### config.mk
export PLATFORM = sky130hd
export DESIGN_NAME = renas_dma_master
export DESIGN_NICKNAME = d
export VERILOG_FILES = /design/src/rtl/renas_dma_master.sv
export SDC_FILE = /design/constraint.sdc
export NUM_CORES = 1
export LEC_CHECK = 0
export BUFFER_PORTS_ARGS = -buffer_cell sky130_fd_sc_hd__buf_4
export CORE_MARGIN = 4
export CORE_UTILIZATION = 48
export DETAILED_ROUTE_END_ITERATION = 8
export HOLD_SLACK_MARGIN = 0.1
export PLACE_DENSITY = 0.77
export RECOVER_POWER = 100
export SYNTH_ARGS = -nofsm -noshare
export SYNTH_HDL_FRONTEND = slang
export SYNTH_SLANG_ARGS = --single-unit
### constraint.sdc
create_clock -name clk_l2 -period 2.1 [get_ports clk_l2]
set_input_delay 0.315 -clock clk_l2 [delete_from_list [all_inputs] [get_ports clk_l2]]
set_output_delay 0.315 -clock clk_l2 [all_outputs]
set_load 0.03 [all_outputs]
### src/rtl/renas_dma_master.sv
// ---------------------------------------------------------------------------
// renas_dma_master
//
// Purpose : AHB-lite bus master that copies a block of 32-bit words from a
//           source address to a destination address, one single NONSEQ read
//           followed by one single NONSEQ write per word. It sits beside the
//           CPU as a second master and tolerates slaves that stretch the data
//           phase with hreadyout=0 (bounded by TIMEOUT cycles).
//
// Ports   :
//   clk_l2       in   sole clock, posedge
//   rst_n        in   asynchronous active-low reset
//   start        in   one-cycle job request, sampled only in IDLE
//   src_addr     in   source byte address (bits [1:0] dropped on capture)
//   dst_addr     in   destination byte address (bits [1:0] dropped on capture)
//   len          in   number of words to copy
//   busy         out  job in progress
//   done         out  one-cycle pulse at job end (success or abort)
//   err          out  sticky error flag, cleared by the next accepted start
//   dma_hbusreq  out  bus request to the arbiter, high while busy
//   dma_hgrant   in   grant from the arbiter
//   dma_out      out  AHB master signals (haddr, hwdata, hwrite, htrans, hsize)
//   dma_in       in   AHB slave response (hreadyout, hrdata, hresp)
//   o_dbg_state  out  current FSM state, for observation only
// ---------------------------------------------------------------------------
package renas_dma_pkg;

    typedef struct packed {
        logic [31:0] haddr;
        logic [31:0] hwdata;
        logic        hwrite;
        logic [1:0]  htrans;
        logic [2:0]  hsize;
    } mas_send_type;

    typedef struct packed {
        logic        hreadyout;
        logic [31:0] hrdata;
        logic [1:0]  hresp;
    } slv_send_type;

    localparam logic [1:0] HTRANS_IDLE   = 2'b00;
    localparam logic [1:0] HTRANS_NONSEQ = 2'b10;
    localparam logic [1:0] HRESP_OKAY    = 2'b00;
    localparam logic [2:0] HSIZE_WORD    = 3'b010;

    typedef enum logic [2:0] {
        S_IDLE    = 3'd0,
        S_REQ     = 3'd1,
        S_RD_ADDR = 3'd2,
        S_RD_DATA = 3'd3,
        S_WR_ADDR = 3'd4,
        S_WR_DATA = 3'd5,
        S_FIN     = 3'd6
    } dma_state_e;

endpackage

module renas_dma_master
    import renas_dma_pkg::*;
#(
    parameter int LEN_W   = 16,
    parameter int TIMEOUT = 64
) (
    input  logic             clk_l2,
    input  logic             rst_n,
    input  logic             start,
    input  logic [31:0]      src_addr,
    input  logic [31:0]      dst_addr,
    input  logic [LEN_W-1:0] len,
    output logic             busy,
    output logic             done,
    output logic             err,
    output logic             dma_hbusreq,
    input  logic             dma_hgrant,
    output mas_send_type     dma_out,
    input  slv_send_type     dma_in,
    output logic [2:0]       o_dbg_state
);

    localparam int                TMO_W    = $clog2(TIMEOUT + 1);
    localparam logic [TMO_W-1:0]  TMO_LAST = TMO_W'(TIMEOUT - 1);

    dma_state_e        r_state;
    dma_state_e        w_next;
    logic [31:0]       r_src;
    logic [31:0]       r_dst;
    logic [LEN_W-1:0]  r_cnt;
    logic [31:0]       r_buf;
    logic [TMO_W-1:0]  r_tmo;
    logic              r_busy;
    logic              r_done;
    logic              r_err;

    logic              w_accept;
    logic              w_data_ph;
    logic              w_resp_ok;
    logic              w_resp_err;
    logic              w_tmo_hit;

    // Bus handshake: an address phase is issued only in a cycle where the
    // FSM is in an ADDR state AND dma_hgrant=1 (htrans=NONSEQ); otherwise
    // htrans stays IDLE and the FSM waits. The following data phase completes
    // on the first cycle with hreadyout=1, whatever the grant is doing;
    // hresp is only meaningful in that completing cycle. Any response other
    // than OKAY is treated as an error.

    assign w_accept = (r_state == S_IDLE) && start;

    // ---------------- state register ----------------
    always_ff @(posedge clk_l2 or negedge rst_n) begin
        if (!rst_n) begin
            r_state <= S_IDLE;
        end else begin
            r_state <= w_next;
        end
    end

    // ---------------- next-state logic ----------------
    always_comb begin
        w_next     = r_state;
        w_data_ph  = (r_state == S_RD_DATA) || (r_state == S_WR_DATA);
        w_resp_ok  = w_data_ph && dma_in.hreadyout && (dma_in.hresp == HRESP_OKAY);
        w_resp_err = w_data_ph && dma_in.hreadyout && (dma_in.hresp != HRESP_OKAY);
        // Fires on the cycle whose wait would push the counter to TIMEOUT.
        w_tmo_hit  = w_data_ph && !dma_in.hreadyout && (r_tmo == TMO_LAST);

        case (r_state)
            S_IDLE: begin
                if (start) begin
                    w_next = (len == '0) ? S_FIN : S_REQ;
                end
            end
            S_REQ: begin
                if (dma_hgrant) begin
                    w_next = S_RD_ADDR;
                end
            end
            S_RD_ADDR: begin
                if (dma_hgrant) begin
                    w_next = S_RD_DATA;
                end
            end
            S_RD_DATA: begin
                if (w_resp_ok) begin
                    w_next = S_WR_ADDR;
                end else if (w_resp_err || w_tmo_hit) begin
                    w_next = S_FIN;
                end
            end
            S_WR_ADDR: begin
                if (dma_hgrant) begin
                    w_next = S_WR_DATA;
                end
            end
            S_WR_DATA: begin
                if (w_resp_ok) begin
                    w_next = (r_cnt == LEN_W'(1)) ? S_FIN : S_RD_ADDR;
                end else if (w_resp_err || w_tmo_hit) begin
                    w_next = S_FIN;
                end
            end
            S_FIN: begin
                w_next = S_IDLE;
            end
            default: begin
                w_next = S_IDLE;
            end
        endcase
    end

    // ---------------- datapath and status registers ----------------
    always_ff @(posedge clk_l2 or negedge rst_n) begin
        if (!rst_n) begin
            r_src  <= '0;
            r_dst  <= '0;
            r_cnt  <= '0;
            r_buf  <= '0;
            r_tmo  <= '0;
            r_busy <= 1'b0;
            r_done <= 1'b0;
            r_err  <= 1'b0;
        end else begin
            r_done <= (r_state == S_FIN);

            if (w_accept) begin
                r_busy <= 1'b1;
                r_err  <= 1'b0;
                r_src  <= {src_addr[31:2], 2'b00};
                r_dst  <= {dst_addr[31:2], 2'b00};
                r_cnt  <= len;
            end else begin
                if (r_state == S_FIN) begin
                    r_busy <= 1'b0;
                end
                if (w_resp_err || w_tmo_hit) begin
                    r_err <= 1'b1;
                end
            end

            if ((r_state == S_RD_DATA) && w_resp_ok) begin
                r_buf <= dma_in.hrdata;
            end

            // Addresses advance only once the write has been accepted, so an
            // aborted word is never counted as copied. Wrap is plain modulo.
            if ((r_state == S_WR_DATA) && w_resp_ok) begin
                r_src <= r_src + 32'd4;
                r_dst <= r_dst + 32'd4;
                r_cnt <= r_cnt - LEN_W'(1);
            end

            // Clearing throughout the ADDR state equals clearing on entry to
            // the data phase, since every data phase is entered from one.
            if ((r_state == S_RD_ADDR) || (r_state == S_WR_ADDR)) begin
                r_tmo <= '0;
            end else if (w_data_ph && !dma_in.hreadyout) begin
                r_tmo <= r_tmo + TMO_W'(1);
            end
        end
    end

    // ---------------- bus outputs ----------------
    // haddr/hwrite/hwdata are held through the data phase because the slave
    // samples the address continuously, not only on NONSEQ.
    always_comb begin
        dma_out = '0;
        case (r_state)
            S_RD_ADDR: begin
                dma_out.haddr  = r_src;
                dma_out.hsize  = HSIZE_WORD;
                dma_out.htrans = dma_hgrant ? HTRANS_NONSEQ : HTRANS_IDLE;
            end
            S_RD_DATA: begin
                dma_out.haddr  = r_src;
                dma_out.hsize  = HSIZE_WORD;
            end
            S_WR_ADDR: begin
                dma_out.haddr  = r_dst;
                dma_out.hwdata = r_buf;
                dma_out.hwrite = 1'b1;
                dma_out.hsize  = HSIZE_WORD;
                dma_out.htrans = dma_hgrant ? HTRANS_NONSEQ : HTRANS_IDLE;
            end
            S_WR_DATA: begin
                dma_out.haddr  = r_dst;
                dma_out.hwdata = r_buf;
                dma_out.hwrite = 1'b1;
                dma_out.hsize  = HSIZE_WORD;
            end
            default: begin
                dma_out = '0;
            end
        endcase
    end

    assign busy        = r_busy;
    assign done        = r_done;
    assign err         = r_err;
    assign dma_hbusreq = r_busy;
    assign o_dbg_state = r_state;

endmodule

# ---- After elaboration in Yosys (flattened, before gate mapping)
# Cells that the tools add are included.
dict set report op_classes {
  add_sub_neg 4
  n_eq_ne 12
  mux 27
  reduce_logical 25
}
# operator n
set ops {}
lappend ops {{32-bit 2-to-1 mux} 4}
lappend ops {{32-bit by 3-bit adder with 32-bit output (second input constant)} 2}
lappend ops {{32-bit case mux with 2 select lines} 1}
lappend ops {{33-bit 2-to-1 mux} 1}
lappend ops {{16-bit 2-to-1 mux} 2}
lappend ops {{3-bit 2-to-1 mux} 9}
lappend ops {{3-bit case mux with 6 select lines} 1}
lappend ops {{16-bit by 1-bit == test with 1-bit output (second input constant)} 1}
lappend ops {{16-bit zero test} 1}
lappend ops {{16-bit by 1-bit subtractor with 16-bit output (second input constant)} 1}
lappend ops {{7-bit 2-to-1 mux} 2}
lappend ops {{2-bit nonzero test} 5}
lappend ops {{3-bit == test (second input constant)} 3}
lappend ops {{1-bit logical AND} 8}
lappend ops {{2-bit inequality test (second input constant)} 4}
lappend ops {{7-bit by 1-bit adder with 7-bit output (second input constant)} 1}
lappend ops {{7-bit by 6-bit == test with 1-bit output (second input constant)} 1}
lappend ops {{3-bit by 2-bit == test with 1-bit output (second input constant)} 2}
lappend ops {{2-bit 2-to-1 mux} 3}
lappend ops {{2-bit OR reduction} 3}
lappend ops {{1-bit 2-to-1 mux} 4}
lappend ops {{4-bit AND reduction} 1}
lappend ops {{4-bit OR reduction} 1}
lappend ops {{3-bit by 1-bit == test with 1-bit output (second input constant)} 1}
lappend ops {{4 further kinds} 6}
dict set report word_totals {
  reg_bits 125
  in_bits 119
  out_inout_bits 77
  wordCells 77
}

# ---- Longest topological paths before layout
# Gate-level depths: netlist of the first run.
dict set report depth {
  ltp_word 8
  ltp_mapped 9
  mapped_depth_nobuf 6
}

# ---- Least setup slack after synthesis of the first run
# OpenSTA, ideal clock, no wires.
dict set report synth_path {
  path_kind {reg2reg}
  from {reg r_state[2], in the netlist o_dbg_state[2]}
  to {reg r_state[1], in the netlist o_dbg_state[1]}
  setup_ns 0.094
  arrival_time_ns 2.135
  t_required_ns 2.006
  path_slack_ns -0.128
  stages_incl_launch_ff 7
  path_buffers 0
  period_less_slack_ns 2.228
  cell_sequence {dfrtp_1 -> xnor2_1 -> inv_2 -> nand2_1 -> or4b_4 -> a311o_1 -> a221oi_2}
}
dict set report synth_between {
  elab_chain_len 8
  elab_cells_between_ends 22
  cone_classes {eq/ne (9); mux (4); reduce/logical (9)}
}
# element line
set synth_lines {}
lappend synth_lines {{start: declaration} 84} ;# dma_state_e r_state;
lappend synth_lines {{start signal: assignment} 115} ;# r_state <= w_next;
lappend synth_lines {{3-bit by 2-bit == test with 1-bit output / 3-bit == test (equally long branches)} {122, 128}}
lappend synth_lines {{1-bit logical OR} 122} ;# w_data_ph = (r_state == S_RD_DATA) || (r_state == S_WR_DATA);
lappend synth_lines {{1-bit logical AND (on tied branches)} {123, 124, 126}}
lappend synth_lines {{1-bit logical AND (on tied branches)} {124, 126}}
lappend synth_lines {{1-bit logical OR} {147, 159}}
lappend synth_lines {{3-bit 2-to-1 mux} -}
lappend synth_lines {{3-bit 2-to-1 mux (on tied branches)} {157, 145}}
lappend synth_lines {{3-bit case mux with 6 select lines} 128} ;# case (r_state)
# Several ways; a longest one is shown, not always the timed one.
# A chain may end at the register's enable or synchronous reset.

==> flow_summary.yaml, run 1 <==
final_layout:
  drive_gt1_share_pct: 34.1
  nNetsFinal: 1081
  antenna_cells: 0
  fin_area_mm2: 0.00955
  utilization_pct: 68.3
  most-common-layout-cells: "buf_4, dfrtp_1, nand2_1"
  regArea_mm2: 0.00303
  multi_input_area_mm2: 0.00367
  fin_cells: 1150
  fill_cells: 1121
  area_delta_synth_final_pct: 38.4
  final_common_cell: "buf_4"
clock_tree:
  cts_root_buf: "clkbuf_16"
  cts_tree: "yes"
  cts_made_buffers: 17
  clock_latency_ns: 0.42
  clk_transition_reported_paths_ns: 0.06
  cts_sinks: 121
  cts_max_level: 4
  clockBufferDepth: 2
pwr:
  power_density_mw_per_mm2: 1360
  peakVddDrop_mv: 0.832
  leakagePower_nw: 4.31
global_routing:
  grt_pass1_vias: 6539
  overflow: 0
  grt_usage_pct: 26.0
  grt_pass1_wl_um: 33700
  grt_antenna_before_repair: 0
  grt_max_degree: 63
die:
  fp-row-count: 43
  dieHeight_um: 128
  die_area_mm2: 0.0164
  initial_core_util_pct: 49.3
  core_mm2: 0.0140
  dieWidth_um: 128
  io_pins: 196
sta:
  whs_ns: 0.117
  fin_crit_sh_pct: 97.1
  clock.fmax_mhz: 490
  setup_viol: 0
  slew_viol_final: 0
  grt_setup_unrepaired: "yes"
  worst_pin_slew_ns: 1.04
  max-slew-margin-rel_pct: 30.8
  fin_crit_ns: 2.04
  setup_ws_ns: 0.0601
  skew_ns: 0.00880
  hold_viol_final: 0
route:
  drt_iter0_markers: 664
  dr.pass1.iters: 5
  drc_errors: 0
  wl_per_cell_um: 18.5
  vias: 6958
  drt-total-wl_um: 21200
  ant_nets: 0
  via_per_inst: 6.05
place:
  dp_hpwl_um: 15300
  dp_slack_ns: 0.00979
  place_congestion: 0.881
  dpl.cell_count: 1109
  port_buffers: 186
  dpl-instance-area_mm2: 0.00886
logic_synthesis:
  synth_edf_count: 0
  syn_inst: 736
  async_flop_share_pct: 100
  avgSynthCellArea_um2: 9.37
  synth_seq_cells: 121
  ys_seq_area_share_pct: 43.9
  synth_ff_type: "dfrtp_1"
  synthesis.area_mm2: 0.00690
  synth_cell_types: 69
  yosys_warnings: 0
min_path:
  hold_depth: 3
  hold_class: "in -> reg"
  min_from: "src_addr[15]"
  holdPathEnd: "r_src[15]$_DFFE_PN0P_"
worst_setup_path:
  crit_path_start_kind: "register"
  criticalPathCategory: "reg -> out"
  crit_fanout: 15
  worstReg2RegStart: "r_tmo[0]$_DFFE_PN0P_"
  critPathCaptureType: "output pin"
  worstPathArrival_ns: 1.72
  reg2reg_slack_ns: 0.09
  r2r-end: "o_dbg_state[1]$_DFFE_PN0P_"
  critical_path_required_ns: 1.78
  worst_r2r_path_depth: 6
run:
  cap_violations: 0
run_status:
  run_status: "completed"
[state kept, by name, summed over array words and instances (netlist names)]
name / flops
busy: 1
done: 1
err: 1
o_dbg_state: 3
r_buf: 32
r_cnt: 16
r_dst: 30
r_src: 30
r_tmo: 7
[through the flow]
stage	TNS (ns)	total power, mW
detailed placement	0	9.93
floorplan	0	7.74
global route	-0.0952	13.8
finish	0	13.0
global placement	0	9.76
CTS	0	12.9
[worst max path at each step]
stage / from / end / slack (ns) / cells past startpoint
after detailed placement: o_dbg_state[1]$_DFFE_PN0P_ / r_dst[28]$_DFFE_PN0P_ / 0.01 / 6
after global placement: o_dbg_state[1]$_DFFE_PN0P_ / r_dst[28]$_DFFE_PN0P_ / 0.06 / 6
after CTS: o_dbg_state[1]$_DFFE_PN0P_ / dma_out[62] / 0.003 / 5
after floorplan: o_dbg_state[0]$_DFFE_PN0P_ / r_cnt[5]$_DFFE_PN0P_ / 0.01 / 5
final: o_dbg_state[1]$_DFFE_PN0P_ / dma_out[62] / 0.06 / 5
after global routing: o_dbg_state[1]$_DFFE_PN0P_ / dma_out[14] / -0.03 / 5
[critical path, cell delays in order (launching register included)]
cell,delay (ns)
dfrtp_2,0.45
nand2b_4,0.20
inv_4,0.14
buf_12,0.16
a22o_1,0.18
buf_4,0.17
[final cells by class]
class,count,area share (%)
multi-input cells,554,38.4
clock buffers,17,4.45
clock inverters,15,1.72
repair buffers,250,20.8
flip-flops and latches,121,31.7
well taps,180,2.36
inverters,13,0.537
[Yosys cell counts, types with 6 or more instances]
library cell | n | area (um2)
nor4_1 | 7 | 43.8
or3_1 | 6 | 37.5
xor2_1 | 9 | 78.8
and3_1 | 16 | 100
mux2_2 | 32 | 360
nand2_1 | 85 | 319
a22oi_1 | 8 | 60.1
buf_4 | 7 | 52.6
o22ai_1 | 6 | 37.5
dfrtp_1 | 121 | 3030
o21ai_0 | 24 | 120
clkbuf_1 | 36 | 135
a21oi_1 | 27 | 135
o211ai_1 | 29 | 218
inv_1 | 11 | 41.3
a22o_1 | 28 | 245
a211oi_1 | 10 | 75.1
o311ai_0 | 12 | 105
and2_1 | 35 | 219
and4_1 | 6 | 52.6
nand3_1 | 51 | 255
o21a_1 | 6 | 45.0
nor3_1 | 11 | 55.1
nand4_1 | 21 | 131
nor2_1 | 45 | 169
[what timing repair did]
action / CTS / global route
pin swaps: 0 / 1
setup endpoints to repair: 64 / 65
buffers inserted: 0 / 2
hold endpoints to repair: 42 / 0
gates cloned: 0 / 1
hold buffers: 6 / 0
gates resized for setup: 4 / 8
[logic make-up after synthesis]
kind of cell / share of synthesized area [%]
flops: 43.9
other cells: 0.0544
xor+xnor: 1.40
buf+inv: 3.99
mux: 5.95
fa+ha+maj: 0.907
compound gates: 19.6
simple gates: 24.2
[routing by layer]
layer | vias up | GRT usage, % | part of all wire (%)
met1 | 3391 | 36.6 | 43
met4 | 0 | 10.2 | 2.5
met2 | 318 | 39.7 | 47
met3 | 43 | 5.08 | 7.7
li1 | 3206 | - | -
met5 | - | 0 | 0
[power by group]
part	total, mW	internal, mW	switching (mW)
logic	5.56	2.47	3.09
registers	4.52	3.37	1.15
clock network	2.92	1.77	1.15
total	13.0	7.60	5.40
Note: power is estimated with default switching activity, not from simulation.
==> inputs of run 2 (changes only) <==
HOLD_SLACK_MARGIN = 0.15   (was 0.1)
MAX_ROUTING_LAYER = met4   (was unset)
clock period = 1.64 ns   (was 2.1 ns; I/O delays follow)
==> run 2 against run 1 <==
Compared with the run above: the run now fails in global routing (5_1_grt); synthesized cell count stayed put; synthesized area unchanged.
==> flow_summary.yaml, run 2 <==
die:
  fp-row-count: 43
  io_pins: 196
  initial_core_util_pct: 49.3
  dieHeight_um: 128
  dieWidth_um: 128
logic_synthesis:
  ys_top_cells_by_area: "dfrtp_1, mux2_2, nand2_1, nand3_1, a22o_1"
  synth.top_cell.area_share_pct: 43.9
  yosys_warnings: 0
  synth_ff_type: "dfrtp_1"
  synth_seq_cells: 121
  avgSynthCellArea_um2: 9.37
  synthesis.area_mm2: 0.00690
  synth_edf_count: 0
  yosysMostFrequentCell: "dfrtp_1"
  yosys-top-cells-count: "dfrtp_1, nand2_1, nand3_1"
  async_flop_share_pct: 100
  syn_inst: 736
  synth_top_cell_by_area: "dfrtp_1"
  synth_cell_types: 69
  ys_seq_area_share_pct: 43.9
clock_tree:
  cts_max_level: 4
  cts_made_buffers: 17
  clockBufferDepth: 2
  cts_sinks: 121
  cts_root_buf: "clkbuf_16"
run_status:
  error: "[ERROR DPL-0038] Utilization greater than 100%, impossible to legalize"
  run_status: "stopped before the end"
  haltStage: "global routing (5_1_grt)"
sta:
  worst_endpoint_kind: "primary output"
  timing.grt.repair.worst_endpoint: "dma_out[44]"
place:
  dp_hpwl_um: 17200
  dp_slack_ns: -0.324
  port_buffers: 186
  place_congestion: 0.935
global_routing:
  grt_max_degree: 49
-- run 2: cell counts after synthesis --
No cell type changed its count.
-- run 2: repair_timing --
action	CTS
gates cloned	15
setup buffers	38
hold endpoints to repair	221
hold buffers	101
endpoints found under the setup margin	179
gates resized for setup	249
pin swaps	56
-- run 2: cell families after synthesis --
family / after synthesis / synth area share [%]
buf+inv: 65 / 3.99
fa+ha+maj: 5 / 0.907
xor+xnor: 11 / 1.40
simple gates: 311 / 24.2
compound gates: 185 / 19.6
other cells: 1 / 0.0544
flops: 121 / 43.9
mux: 37 / 5.95
-- run 2: metrics by stage --
step | area (um2) | hold slack, ns | instances | TNS (ns)
global placement | 9780 | 0.121 | 1204 | -15.86
floorplan | 7200 | -0.0496 | 740 | -18.51
CTS | 12900 | 0.153 | 1386 | -32.09
detailed placement | 9780 | 0.121 | 1204 | -18.29
==> inputs of run 3 (changes only) <==
CORE_UTILIZATION = 40   (was 48)
HOLD_SLACK_MARGIN = unset   (was 0.15)
MAX_ROUTING_LAYER = unset   (was met4)
PLACE_DENSITY = unset   (was 0.77)
PLACE_DENSITY_LB_ADDON = 0.15   (was unset)
clock period = 2.15 ns   (was 1.64 ns; I/O delays follow)
==> run 3 against run 2 <==
Compared with the run above: the flow now finishes without violations.
==> flow_summary.yaml, run 3 (synthesized netlist as in run 1, its figures left out) <==
final_layout:
  largest-register: "r_buf"
  fin_area_mm2: 0.00978
  largest_reg_flops: 32
  most-common-layout-cells: "buf_4, dfrtp_1, nand2_1"
  fin_cells: 1198
  area_delta_synth_final_pct: 41.8
  nNetsFinal: 1089
  final_common_cell: "buf_4"
  drive_gt1_share_pct: 34.7
  top_regs: "r_buf (32), r_dst (30), r_src (30)"
  fill_cells: 1519
  antenna_cells: 0
place:
  dpl.cell_count: 1153
  port_buffers: 186
  dp_hpwl_um: 15800
  dpl-instance-area_mm2: 0.00888
  place_congestion: 0.833
min_path:
  holdPathEnd: "r_dst[12]$_DFFE_PN0P_"
  hold_depth: 2
  hold_class: "in -> reg"
  min_from: "dst_addr[12]"
sta:
  grt_setup_unrepaired: "yes"
  skew_ns: 0.00875
  max-slew-margin-rel_pct: 37.4
  hold_viol_final: 0
  worst_pin_slew_ns: 0.940
  setup_viol: 0
  slew_viol_final: 0
  clock.fmax_mhz: 468
  whs_ns: 0.104
  fin_crit_ns: 2.14
  fin_crit_sh_pct: 99.5
run:
  cap_violations: 0
worst_setup_path:
  worstReg2RegStart: "r_tmo[0]$_DFFE_PN0P_"
  worstPathArrival_ns: 1.82
  critical_path_required_ns: 1.83
  reg2reg_slack_ns: 0.08
  critPathCaptureType: "output pin"
  criticalPathCategory: "reg -> out"
  crit_fanout: 15
  r2r-end: "o_dbg_state[2]$_DFFE_PN0P_"
  crit_path_start_kind: "register"
  worst_r2r_path_depth: 7
die:
  core_mm2: 0.0168
  dieWidth_um: 139
  initial_core_util_pct: 41.2
  die_area_mm2: 0.0194
  io_pins: 196
  dieHeight_um: 139
  fp-row-count: 47
clock_tree:
  cts_sinks: 121
  cts_root_buf: "clkbuf_16"
  cts_made_buffers: 17
  clockBufferDepth: 2
  clock_latency_ns: 0.42
  cts_max_level: 4
  clk_transition_reported_paths_ns: 0.05
  cts_tree: "yes"
global_routing:
  grt_pass1_wl_um: 35200
  grt_antenna_before_repair: 0
  grt_usage_pct: 22.5
  grt_pass1_vias: 6504
  grt_max_degree: 44
  overflow: 0
pwr:
  power_density_mw_per_mm2: 1330
  peakVddDrop_mv: 0.835
  leakagePower_nw: 4.40
route:
  via_per_inst: 5.66
  drc_errors: 0
  dr.pass1.iters: 7
  wl_per_cell_um: 18.8
  ant_nets: 0
  drt-total-wl_um: 22600
  drt_iter0_markers: 472
  vias: 6778
run_status:
  run_status: "completed"
[run 3: area by class of cell]
class	instances	area [um2]	share of cell area [%]
Multi-Input combinational cell	554	3660	37.4
Sequential cell	121	3030	31.0
Timing Repair Buffer	258	2140	21.9
Clock buffer	24	502	5.13
Tap cell	220	275	2.81
Clock inverter	8	115	1.18
Inverter	13	53.8	0.550
[run 3: worst max path at each step]
stage                               start                          to  slack [ns]  cells after the start
6_report       o_dbg_state[2]$_DFFE_PN0P_                 dma_out[68]        0.01                      5
3_3_place_gp   o_dbg_state[0]$_DFFE_PN0P_       r_src[28]$_DFFE_PN0P_        0.08                      7
5_1_grt        o_dbg_state[2]$_DFFE_PN0P_                 dma_out[62]       -0.03                      5
2_1_floorplan  o_dbg_state[2]$_DFFE_PN0P_  o_dbg_state[1]$_DFFE_PN0P_        0.01                      6
3_5_place_dp   o_dbg_state[0]$_DFFE_PN0P_       r_src[28]$_DFFE_PN0P_        0.04                      7
4_1_cts        o_dbg_state[1]$_DFFE_PN0P_                 dma_out[43]       0.007                      6
[run 3: repair_timing]
| item | in CTS | in global routing |
|---|---|---|
| resized for setup | 8 | 34 |
| cloned | 2 | 2 |
| hold buffers | 1 | 0 |
| pin swaps | 0 | 9 |
| setup buffers | 0 | 8 |
| endpoints found under the setup margin | 62 | 61 |
| hold endpoints to repair | 30 | 0 |
[run 3: critical path, stage by stage, from the launching register on]
cell and delay, ns:
dfrtp_2 0.45, buf_6 0.14, nor2b_4 0.24, clkbuf_16 0.24, a22o_1 0.18, buf_6 0.14
[run 3: routing by layer]
metal  up-vias  routed length [um]  part of all wire (%)  global-route usage, %
met1      3306                9930                    44                   31.0
met3        27                1840                   8.1                   6.79
met2       224               10300                    46                   34.2
li1       3221                   -                     -                      -
met4         0                 446                   2.0                   7.05
met5         -                   0                     0                      0
[run 3: power by group]
part           total (mW)  internal (mW)  switching, mW
combinational        5.60           2.59           3.01
clock                3.00           1.97           1.04
sequential           4.44           3.29           1.15
total                13.0           7.85           5.20
[run 3: stage by stage]
stage	total power, mW	utilization [%]	worst slack [ns]	TNS [ns]
final	13.0	58.4	0.0114	0
after CTS	12.8	57.4	0.00704	0
after global routing	13.8	58.4	-0.0333	-0.343
after floorplan	7.55	-	0.0138	0
after detailed placement	9.58	53.0	0.0352	0
after global placement	9.50	53.0	0.0762	0
